===== src/rtl/horner_term_sequencer_pkg.sv =====
// horner_term_sequencer_pkg: shared widths, FSM encoding and reciprocal-constant helper
package horner_term_sequencer_pkg;
    localparam int W_DEF    = 32;
    localparam int FRAC_DEF = 16;
    typedef enum logic [1:0] {IDLE, RUN, WAIT, DONE} state_e;
    function automatic logic [63:0] recip(input int k, input int frac);
        return (k == 0) ? 64'd0 : (64'd1 << frac) / 64'(k);
    endfunction
endpackage


===== src/rtl/horner_term_sequencer_recip_lut.sv =====
// recip_lut: combinational ROM mapping k to floor(2^FRAC/k), zero outside 1..N_TERMS
module recip_lut
    import horner_term_sequencer_pkg::*;
#(
    parameter int N_TERMS = 8,
    parameter int W       = W_DEF,
    parameter int FRAC    = FRAC_DEF,
    localparam int IW     = $clog2(N_TERMS) + 1
) (
    input  logic [IW-1:0] k_i,
    output logic [W-1:0]  c_o
);
    logic [W-1:0] rom [2**IW];
    for (genvar i = 0; i < 2**IW; i++) begin : g_rom
        assign rom[i] = (i >= 1 && i <= N_TERMS) ? W'(recip(i, FRAC)) : '0;
    end
    assign c_o = rom[k_i];
endmodule


===== src/rtl/horner_term_sequencer.sv =====
// horner_term_sequencer: drives a shared registered MAC stage through N_TERMS Horner steps per operand
module horner_term_sequencer
    import horner_term_sequencer_pkg::*;
#(
    parameter int N_TERMS = 8,
    parameter int W       = W_DEF,
    parameter int FRAC    = FRAC_DEF
) (
    input  logic         clk,
    input  logic         reset,
    input  logic         in_valid,
    output logic         in_ready,
    input  logic [W-1:0] in_x,
    output logic [W-1:0] drv_prev,
    output logic [W-1:0] drv_x,
    output logic [W-1:0] drv_const,
    input  logic [W-1:0] stage_out,
    input  logic         stage_ovf,
    output logic         out_valid,
    input  logic         out_ready,
    output logic [W-1:0] out_data,
    output logic         out_ovf
);
    localparam int IW = $clog2(N_TERMS) + 1;

    state_e        state_q, state_d;
    logic [IW-1:0] idx_q, idx_d;
    logic [W-1:0]  x_q, x_d;
    logic          ovf_q, ovf_d;
    logic [W-1:0]  data_q, data_d;
    logic          oovf_q, oovf_d;
    logic [W-1:0]  lut_c;

    recip_lut #(.N_TERMS(N_TERMS), .W(W), .FRAC(FRAC)) u_lut (
        .k_i(IW'(N_TERMS) - idx_q),
        .c_o(lut_c)
    );

    always_ff @(posedge clk or posedge reset) begin
        if (reset) begin
            state_q <= IDLE;
            idx_q   <= '0;
            x_q     <= '0;
            ovf_q   <= 1'b0;
            data_q  <= '0;
            oovf_q  <= 1'b0;
        end else begin
            state_q <= state_d;
            idx_q   <= idx_d;
            x_q     <= x_d;
            ovf_q   <= ovf_d;
            data_q  <= data_d;
            oovf_q  <= oovf_d;
        end
    end

    // drv_* are combinational so each term sees the previous result the cycle it appears
    always_comb begin
        state_d   = state_q;
        idx_d     = idx_q;
        x_d       = x_q;
        ovf_d     = ovf_q;
        data_d    = data_q;
        oovf_d    = oovf_q;
        drv_prev  = '0;
        drv_x     = '0;
        drv_const = '0;
        case (state_q)
            IDLE: begin
                if (in_valid) begin
                    x_d     = in_x;
                    idx_d   = '0;
                    ovf_d   = 1'b0;
                    state_d = RUN;
                end
            end
            RUN: begin
                drv_x     = x_q;
                drv_const = lut_c;
                drv_prev  = (idx_q == '0) ? '0 : stage_out;
                ovf_d     = ovf_q | ((idx_q != '0) & stage_ovf);
                idx_d     = idx_q + IW'(1);
                state_d   = (idx_q == IW'(N_TERMS - 1)) ? WAIT : RUN;
            end
            WAIT: begin
                data_d  = stage_out;
                oovf_d  = ovf_q | stage_ovf;
                state_d = DONE;
            end
            DONE: state_d = out_ready ? IDLE : DONE;
            default: state_d = IDLE;
        endcase
    end

    assign in_ready  = (state_q == IDLE);
    assign out_valid = (state_q == DONE);
    assign out_data  = data_q;
    assign out_ovf   = oovf_q;
endmodule


===== config.mk =====
export PLATFORM = sky130hd
export DESIGN_NAME = horner_term_sequencer
export DESIGN_NICKNAME = d
export VERILOG_FILES = /design/src/rtl/horner_term_sequencer_pkg.sv /design/src/rtl/horner_term_sequencer_recip_lut.sv /design/src/rtl/horner_term_sequencer.sv
export SDC_FILE = /design/constraint.sdc
export NUM_CORES = 1
export LEC_CHECK = 0
export ABC_AREA = 1
export CAP_MARGIN = 20
export CORE_MARGIN = 2
export CORE_UTILIZATION = 42
export DETAILED_ROUTE_END_ITERATION = 10
export GPL_TIMING_DRIVEN = 0
export PLACE_DENSITY = 0.88
export SYNTH_ARGS = -nofsm -noshare
export SYNTH_HDL_FRONTEND = slang
export SYNTH_SLANG_ARGS = --single-unit

===== constraint.sdc =====
create_clock -name clk -period 4.7 [get_ports clk]
set_input_delay 0.94 -clock clk [delete_from_list [all_inputs] [get_ports clk]]
set_output_delay 0.94 -clock clk [all_outputs]
set_load 0.05 [all_outputs]

==> flow_summary.json, run 1 <==
{
  "run_status": "complete, no violations",
  "gp_routability_congestion": 0.843,
  "path_delay_family": "buffers and inverters",
  "clock_path_buffers": 2,
  "synth_adder_area_share": 0.0238,
  "final_max_slew_viol_count": 0,
  "layout_min_cycle_time_ps": 4070,
  "floorplan.die.height_um": 97.6,
  "ctsHoldBuffers": 0,
  "synth_cells": 465,
  "drt-total-wl_um": 10600,
  "drt.antenna.violating_nets": 0,
  "post-synth-top-area-cell": "dfrtp_1",
  "grtUsageTotal": 0.226,
  "cts_root_buf": "clkbuf_8",
  "boundaryPins": 200,
  "setup_repair_bufs_after_cts": 0,
  "synth.top_cells.by_count": "nand2_1 (82), inv_1 (78), dfrtp_1 (72), nor2_1 (54)",
  "holdCritStartpoint": "out_data[8]",
  "finalNonFillerCells": 787,
  "timing.reg2reg.worst_path_depth": 6,
  "ys.flop_type": "dfrtp_1",
  "numCtsBuffers": 9,
  "synth_seq_area_share": 0.490,
  "max_slew.worst_pin.slew_ps": 882,
  "grt_max_degree": 73,
  "antenna_found_initial": 0,
  "largest_family_of_logic_cells_by_synthesized_area": "simple AND/OR/NAND/NOR gates",
  "post_drt_via_cell_ratio": 4.69,
  "worst_clock_skew_ps": 8.13,
  "synth.lib_cells_used.distinct": 22,
  "hold_path_end": "out_data[8]",
  "synth_async_sr_flop_share": 1.00,
  "area_delta_synth_final_pct": 60.6,
  "r2r_start": "state_q[0]",
  "cp.required_ps": 3760,
  "critPathSlowestCell": "clkdlybuf4s50_1",
  "synth.most_common_cell": "nand2_1",
  "clock_insertion_delay_worst_skew_ps": 340,
  "timing.max_cap.violations": 0,
  "ys.warnings.count": 0,
  "type_of_element_launching_the_critical_path": "register",
  "final_min_period_over_clock_period": 0.866,
  "slowest_delay_ps": 800,
  "end_kind": "output port",
  "timing.critical_path.cells": "inv_1 -> ha_1 -> inv_1 -> ha_1 -> inv_1 -> nor2_1 -> nor2_1 -> nand3_1 -> nor2_1 -> buf_4 -> clkdlybuf4s50_1",
  "overflow": 0,
  "io_buffer_count": 184,
  "type_of_the_worst_setup_path": "reg -> out",
  "vias": 3689,
  "clock-sinks": 72,
  "synth_compound_area_frac": 0.113,
  "timing.final.hold_violations": 0,
  "syn_area_per_cell_um2": 7.91,
  "synth_top_area_share": 0.490,
  "initial_utilization": 0.428,
  "floorplan.rows": 34,
  "placed_cells_incl_taps": 771,
  "worstPathBufferInverterCount": 5,
  "detail_route.iter0.violations": 115,
  "syn_area_mm2": 0.00368,
  "route.detailed.wl_per_inst_um": 13.4,
  "cts.reportedPaths.clkPinSlew_ps": 70,
  "timing.hold.worst_path_depth": 2,
  "grt_pass1_wl_um": 17400,
  "flip_flop_and_latch_count_after_synthesis": 72,
  "timing.critical_path.arrival_ps": 3130,
  "timing.reg2reg.setup_slack_ps": 3300,
  "detail_route.drc_violations": 0,
  "grt_pass1_vias": 3728,
  "finalSetupTns_ps": 0,
  "cts_repair_resize_count": 0,
  "timing.slew.headroom": 0.412,
  "number_of_enable_type_register_cells_in_the_synthesized_netlist": 0,
  "post-dp-hpwl_um": 8150,
  "critPathMaxFanout": 8,
  "die_width_um": 97.6,
  "layout-drive-gt1-share": 0.108,
  "fillerInstances": 681,
  "yosys-top-cells-area": "dfrtp_1 (49%), nand2_1 (8.4%), inv_1 (8.0%)",
  "final-setup-viol-count": 0,
  "setup_repair_after_global_routing_missed_its_margin": "no",
  "yosys-mux-area-fraction": 0,
  "drtPass1Iterations": 4,
  "core-area_mm2": 0.00859,
  "floorplan.die_area_mm2": 0.00952,
  "n_antenna_cell": 0,
  "net_total_in_the_final_layout": 750,
  "reg2reg_to": "x_q[16]",
  "synth_simple_gate_area_frac": 0.212,
  "worst_hold_path_type": "reg -> reg",
  "htree_levels": 3,
  "fmax_mhz": 246,
  "tritoncts_clock_tree": "yes",
  "yosys.area_share.xor_xnor": 0
}
-- worst register-to-register path: stages (launching register included) --
cell,delay (ps)
dfrtp_1,430
nor2_2,190
nand2_2,110
inv_2,160
buf_2,240
nand2_1,90
o21ai_0,80
-- routing by layer --
layer  up-vias  wire, µm  GRT usage
met5         -         0          0
met4         0       463      0.111
met3        41       665     0.0511
met2       156      5200      0.384
met1      1675      4260      0.269
li1       1817         -          -
-- sequential cells by signal, summed over array words and instances, names as in the netlist --
name      flops
idx_q         4
x_q          32
out_data     32
out_ovf       1
state_q       2
ovf_q         1
-- cells in the final DEF, fill, tap and decap left out, types with 2 or more instances in the layout --
cell type and count:
inv_2 3, ha_1 7, o21ai_1 33, clkbuf_1 7, nor2_1 54, clkbuf_8 10
nand3_1 13, dfrtp_1 72, conb_1 15, o21ai_0 26, buf_6 5, nand2_1 82
or2_2 2, buf_2 11, clkdlybuf4s50_1 184, clkinv_2 2, inv_1 77, o21ai_2 13
nand2_2 2, buf_4 20, nor3_1 33
-- layout make-up --
type / count / area [µm²] / share of cell area
Inverter: 81 / 307 / 0.0519
Clock inverter: 5 / 56.3 / 0.00953
Clock buffer: 11 / 141 / 0.0239
Timing Repair Buffer: 184 / 1840 / 0.312
Buffer: 43 / 288 / 0.0487
Sequential cell: 72 / 1800 / 0.305
Multi-Input combinational cell: 283 / 1340 / 0.226
Tap cell: 108 / 135 / 0.0229
-- per-stage QoR --
stage	util	hold WS, ps	setup slack (ps)	instance area [µm²]
after floorplan	-	466	1230	3730
after global placement	0.664	466	811	5710
after detailed placement	0.664	467	1000	5710
after CTS	0.687	485	618	5910
after global routing	0.687	504	388	5910
final	0.687	485	630	5910
-- how the worst max path moves through the flow --
stage | startpoint | end | slack (ps) | cells after the start
final | idx_q[0] | drv_const[8] | 630 | 11
after global routing | idx_q[0] | drv_const[8] | 390 | 11
after CTS | idx_q[0] | drv_const[12] | 620 | 11
after detailed placement | idx_q[0] | drv_const[8] | 1000 | 11
after global placement | reset | out_data[3] | 810 | 2
after floorplan | idx_q[0] | drv_const[12] | 1230 | 10
-- cells by family after synthesis --
logic type,Yosys count
simple gates,188
fa+ha+maj,7
flops,72
compound gates,73
other cells,1
buf+inv,124
Power of run 1 is left out: the tool's default activity adds up to more than one toggle a clock period on the data nets, which glitch-free logic cannot reach.
==> run 2, diff against run 1 <==
- CORE_UTILIZATION: 42 -> 44
- PLACE_DENSITY: 0.88 -> unset
- PLACE_DENSITY_LB_ADDON: unset -> 0.08
- SLEW_MARGIN: unset -> 20
- SYNTH_HIERARCHICAL: unset -> 1
==> run 2 against run 1 <==
Effect of this change: clock-buffer cell count down 1; die area increased by 3.1%; worst hold slack improved by 1.8 ps; global-route usage rose by 0.62 points; routed wire length increased by 6.5%; clock skew is 2.0 ps lower; sequential cell count stayed put; first-iteration DRC count up 15%; critical path depth shrank 1; critical path type unchanged; largest cell class unchanged.
==> flow_summary.json, run 2 <==
{
  "run_status": "complete, no violations",
  "synth.top_cells.by_count": "inv_1 (115), nor2_1 (107), dfrtp_1 (72), nand2_1 (59), o21ai_0 (39)",
  "boundaryPins": 200,
  "post-synth-top-area-cell": "dfrtp_1",
  "post-route-util": 0.714,
  "htree_levels": 3,
  "cts_root_buf": "clkbuf_8",
  "numCtsBuffers": 9,
  "detail_route.drc_violations": 0,
  "synth_cells": 532,
  "clock-sinks": 72,
  "vias": 3931,
  "worst_clock_skew_ps": 6.09,
  "ys.flop_type": "dfrtp_1",
  "tritoncts_clock_tree": "yes",
  "initial_utilization": 0.454,
  "number_of_enable_type_register_cells_in_the_synthesized_netlist": 0,
  "post-dp-hpwl_um": 8810,
  "floorplan.die.height_um": 99.1,
  "timing.critical_path.arrival_ps": 3010,
  "yosys-top-cells-area": "dfrtp_1 (45%), inv_1 (11%), nor2_1 (10%)",
  "layout-drive-gt1-share": 0.111,
  "cts.reportedPaths.clkPinSlew_ps": 70,
  "grt_max_degree": 60,
  "timing.max_cap.violations": 0,
  "worst_hold_path_type": "reg -> reg",
  "timing.final.hold_violations": 0,
  "cp.required_ps": 3760,
  "post_drt_via_cell_ratio": 4.60,
  "drt-total-wl_um": 11300,
  "type_of_element_launching_the_critical_path": "register",
  "drtPass1Iterations": 4,
  "setup_repair_bufs_after_cts": 0,
  "type_of_the_worst_setup_path": "reg -> out",
  "overflow": 0,
  "worst_hold_slack_ps": 487,
  "ys.warnings.count": 6,
  "synth_seq_area_share": 0.453,
  "gp_routability_congestion": 0.795,
  "fmax_mhz": 253,
  "finalNonFillerCells": 854,
  "timing.slew.headroom": 0.402,
  "commonest_non_fill_non_tap_cells_in_the_layout": "clkdlybuf4s50_1 (184), inv_1 (114), nor2_1 (107)",
  "finalSetupTns_ps": 0,
  "synth.most_common_cell": "inv_1",
  "end_kind": "output port",
  "floorplan.die_area_mm2": 0.00981,
  "area_delta_synth_final_pct": 57.3,
  "route.detailed.wl_per_inst_um": 13.2,
  "grt_pass1_vias": 3830,
  "floorplan.rows": 34,
  "die_width_um": 99.1,
  "grt_pass1_wl_um": 18300,
  "setup_repair_after_global_routing_missed_its_margin": "no",
  "n_antenna_cell": 0,
  "clock_insertion_delay_worst_skew_ps": 330,
  "net_total_in_the_final_layout": 818,
  "syn_area_mm2": 0.00398,
  "mostFrequentLayoutCell": "clkdlybuf4s50_1",
  "synth.lib_cells_used.distinct": 21,
  "final_max_slew_viol_count": 0,
  "detail_route.iter0.violations": 132,
  "grtUsageTotal": 0.232,
  "critPathMaxFanout": 10,
  "synth_async_sr_flop_share": 1.00,
  "final_min_period_over_clock_period": 0.841,
  "antenna_found_initial": 0,
  "synth_top_area_share": 0.453,
  "clock_path_buffers": 2,
  "placed_cells_incl_taps": 839,
  "cts_repair_resize_count": 0,
  "ctsHoldBuffers": 0,
  "final-setup-viol-count": 0,
  "max_slew.worst_pin.slew_ps": 893,
  "flip_flop_and_latch_count_after_synthesis": 72,
  "io_buffer_count": 184,
  "syn_area_per_cell_um2": 7.47,
  "core-area_mm2": 0.00876,
  "layout_min_cycle_time_ps": 3950,
  "drt.antenna.violating_nets": 0
}
-- run 2: cell count changes after synthesis, sizes merged, moves of 3 or more --
cell / change
inv: +36
nand3: -5
buf: +8
a21oi: +31
nor2: +54
o21ai: -33
or2: -3
nand2: -23
-- run 2: worst max-delay path, stage by stage (launching register included) --
cell and delay [ps]:
dfrtp_1 540, inv_1 100, ha_1 360, inv_1 110, ha_1 280, nand2_1 40, nor2_1 150, buf_4 140
inv_1 30, nor2_1 110, clkdlybuf4s50_1 810
-- run 2: path summary, 6_finish.rpt --
kind,start,endpoint,slack [ps],depth (start not counted)
worst min register to register,out_data[3],out_data[3],490,2
worst max register to register,idx_q[0],idx_q[1],3460,4
min in group asynchronous,reset,x_q[12],880,2
max in group asynchronous,reset,out_data[6],3290,3
worst min-delay path,out_data[3],out_data[3],490,2
worst max-delay path,idx_q[0],drv_const[9],750,10
-- run 2: kinds of logic after synthesis --
family          count (synthesis)  synth area share
xor+xnor                        2           0.00441
compound gates                 71             0.104
fa+ha+maj                       7            0.0220
other cells                     1          0.000943
buf+inv                       166             0.198
flops                          72             0.453
simple gates                  213             0.218
-- run 2: layer usage --
metal	wire, µm	track usage	vias to the layer above
li1	-	-	1974
met1	4610	0.283	1808
met2	5700	0.412	131
met3	694	0.0383	18
met4	263	0.0843	0
met5	0	0	-
-- run 2: metrics by stage --
step / setup WS [ps] / cell area, µm²
global route: 562 / 6250
floorplan: 1610 / 4030
CTS: 705 / 6250
finish: 746 / 6250
detailed placement: 1090 / 6040
global placement: 781 / 6010
-- run 2: layout make-up --
cell class / instances / area [µm²]
Tap cell: 108 / 135
Clock inverter: 5 / 81.3
Inverter: 117 / 442
Buffer: 49 / 349
Fill cell: 766 / 2510
Timing Repair Buffer: 185 / 1870
Sequential cell: 72 / 1800
Clock buffer: 10 / 138
Multi-Input combinational cell: 308 / 1440
Power of run 2 is left out for the same reason.
==> run 3, diff against run 2 <==
- CORE_UTILIZATION: 44 -> 37
- clock period: 4.7 -> 3.3 ns (I/O delays scaled with it)
==> run 3 against run 2 <==
Effect of this change: clock-buffer cell count stayed put; final cell count up 3.4%; critical path depth decreased by 3; routed wire length rose by 2.8%; via count fell by 2.0%; non-clock buffer count unchanged; design area is 1.0% higher; die area is 18% higher; critical endpoint is now drv_prev[3]; highest routed layer unchanged.
==> flow_summary.json, run 3 (synthesis gave the netlist of run 2 again) <==
{
  "detail_route.drc_violations": 0,
  "path_delay_family": "buffers and inverters",
  "floorplan.die_area_mm2": 0.0116,
  "setup_repair_bufs_after_cts": 0,
  "htree_levels": 3,
  "clock-sinks": 72,
  "cts.reportedPaths.clkPinSlew_ps": 80,
  "boundaryPins": 200,
  "slowest_delay_ps": 710,
  "timing.max_cap.violations": 0,
  "reg2reg_to": "ovf_q",
  "final_cell_area_mm2": 0.00632,
  "commonest_non_fill_non_tap_cells_in_the_layout": "clkdlybuf4s50_1 (140), inv_1 (114), nor2_1 (107)",
  "final_max_slew_viol_count": 0,
  "route.detailed.wl_per_inst_um": 13.1,
  "antenna_found_initial": 0,
  "place_worst_setup_slack_ps": 16.0,
  "critPathSlowestCell": "clkdlybuf4s50_1",
  "timing.critical_path.cells": "inv_1 -> ha_1 -> nand2_1 -> nor2_2 -> buf_2 -> nor3_1 -> clkdlybuf4s50_1",
  "timing.reg2reg.setup_slack_ps": 2020,
  "post_drt_via_cell_ratio": 4.36,
  "drt.antenna.violating_nets": 0,
  "final_critical_path_setup_slack_ps": 122,
  "final-setup-viol-count": 0,
  "timing.slew.headroom": 0.411,
  "ff_latch_area_mm2": 0.00180,
  "fillerInstances": 972,
  "grt_max_degree": 42,
  "max_slew.worst_pin.slew_ps": 881,
  "post-dp-hpwl_um": 8820,
  "grt_pass1_wl_um": 17900,
  "net_total_in_the_final_layout": 818,
  "drt-total-wl_um": 11600,
  "worst_hold_path_type": "reg -> reg",
  "critical_path_cell_count": 7,
  "end_kind": "output port",
  "dpl-instance-area_mm2": 0.00606,
  "grtUsageTotal": 0.196,
  "final_min_period_over_clock_period": 0.963,
  "cp.required_ps": 2640,
  "type_of_element_launching_the_critical_path": "register",
  "mostFrequentLayoutCell": "clkdlybuf4s50_1",
  "critPathMaxFanout": 10,
  "cp-startpoint": "idx_q[0]",
  "tritoncts_clock_tree": "yes",
  "ctsHoldBuffers": 0,
  "detail_route.iter0.violations": 175,
  "timing.critical_path.arrival_ps": 2520,
  "worstPathBufferInverterCount": 3,
  "cts_repair_resize_count": 25,
  "vias": 3852,
  "io_buffer_count": 184,
  "layout-drive-gt1-share": 0.126,
  "post-route-util": 0.609,
  "clock_insertion_delay_worst_skew_ps": 340,
  "die_width_um": 108,
  "r2r_start": "state_q[1]",
  "multi_input_comb_area_mm2": 0.00144,
  "grt_pass1_vias": 3701,
  "clock_path_buffers": 2,
  "run_status": "complete, no violations",
  "overflow": 0,
  "timing.final.hold_violations": 0,
  "initial_utilization": 0.383,
  "worstSetupEndpoint": "drv_prev[3]",
  "n_antenna_cell": 0,
  "drtPass1Iterations": 4,
  "floorplan.rows": 37,
  "core-area_mm2": 0.0104,
  "type_of_the_worst_setup_path": "reg -> out",
  "worst_clock_skew_ps": 6.17,
  "layout_min_cycle_time_ps": 3180,
  "area_delta_synth_final_pct": 58.9,
  "timing.reg2reg.worst_path_depth": 6,
  "cts_root_buf": "clkbuf_8",
  "gp_routability_congestion": 0.848,
  "fmax_mhz": 315,
  "numCtsBuffers": 9,
  "floorplan.die.height_um": 108
}
[run 3: layout make-up]
type                    instances  share of cell area
repair buffers                185               0.298
flip-flops and latches         72               0.285
multi-input cells             308               0.228
inverters                     117              0.0699
plain buffers                  49              0.0553
well taps                     136              0.0269
clock buffers                  10              0.0218
clock inverters                 6              0.0145
[run 3: worst min path at each step]
stage,from,to,slack (ps),depth (start not counted)
after floorplan,ovf_q,ovf_q,470,2
after global placement,out_data[20],out_data[20],470,2
after detailed placement,out_data[31],out_data[31],470,2
after CTS,out_data[1],out_data[1],490,2
after global routing,out_data[12],out_data[12],500,2
final,out_data[10],out_data[10],490,2
[run 3: through the flow]
step	cells	hold slack, ps	TNS [ps]
after detailed placement	867	472	0
after global routing	883	505	-3.19
final	883	489	0
after global placement	866	469	-28490
after floorplan	546	471	0
after CTS	883	493	0
[run 3: worst register-to-register path: stages (launching register included)]
cell and delay (ps):
dfrtp_1 410, inv_1 90, nand2_2 210, buf_2 300
nor2_1 60, nand2_1 60, nand2_1 40
[run 3: metal layers]
| layer | track usage | vias to the layer above | part of all wire |
|---|---|---|---|
| met3 | 0.0297 | 16 | 0.050 |
| met4 | 0.0733 | 0 | 0.020 |
| met5 | 0 | - | 0 |
| met1 | 0.246 | 1741 | 0.43 |
| met2 | 0.341 | 123 | 0.50 |
| li1 | - | 1972 | - |
Power of run 3 is left out for the same reason.
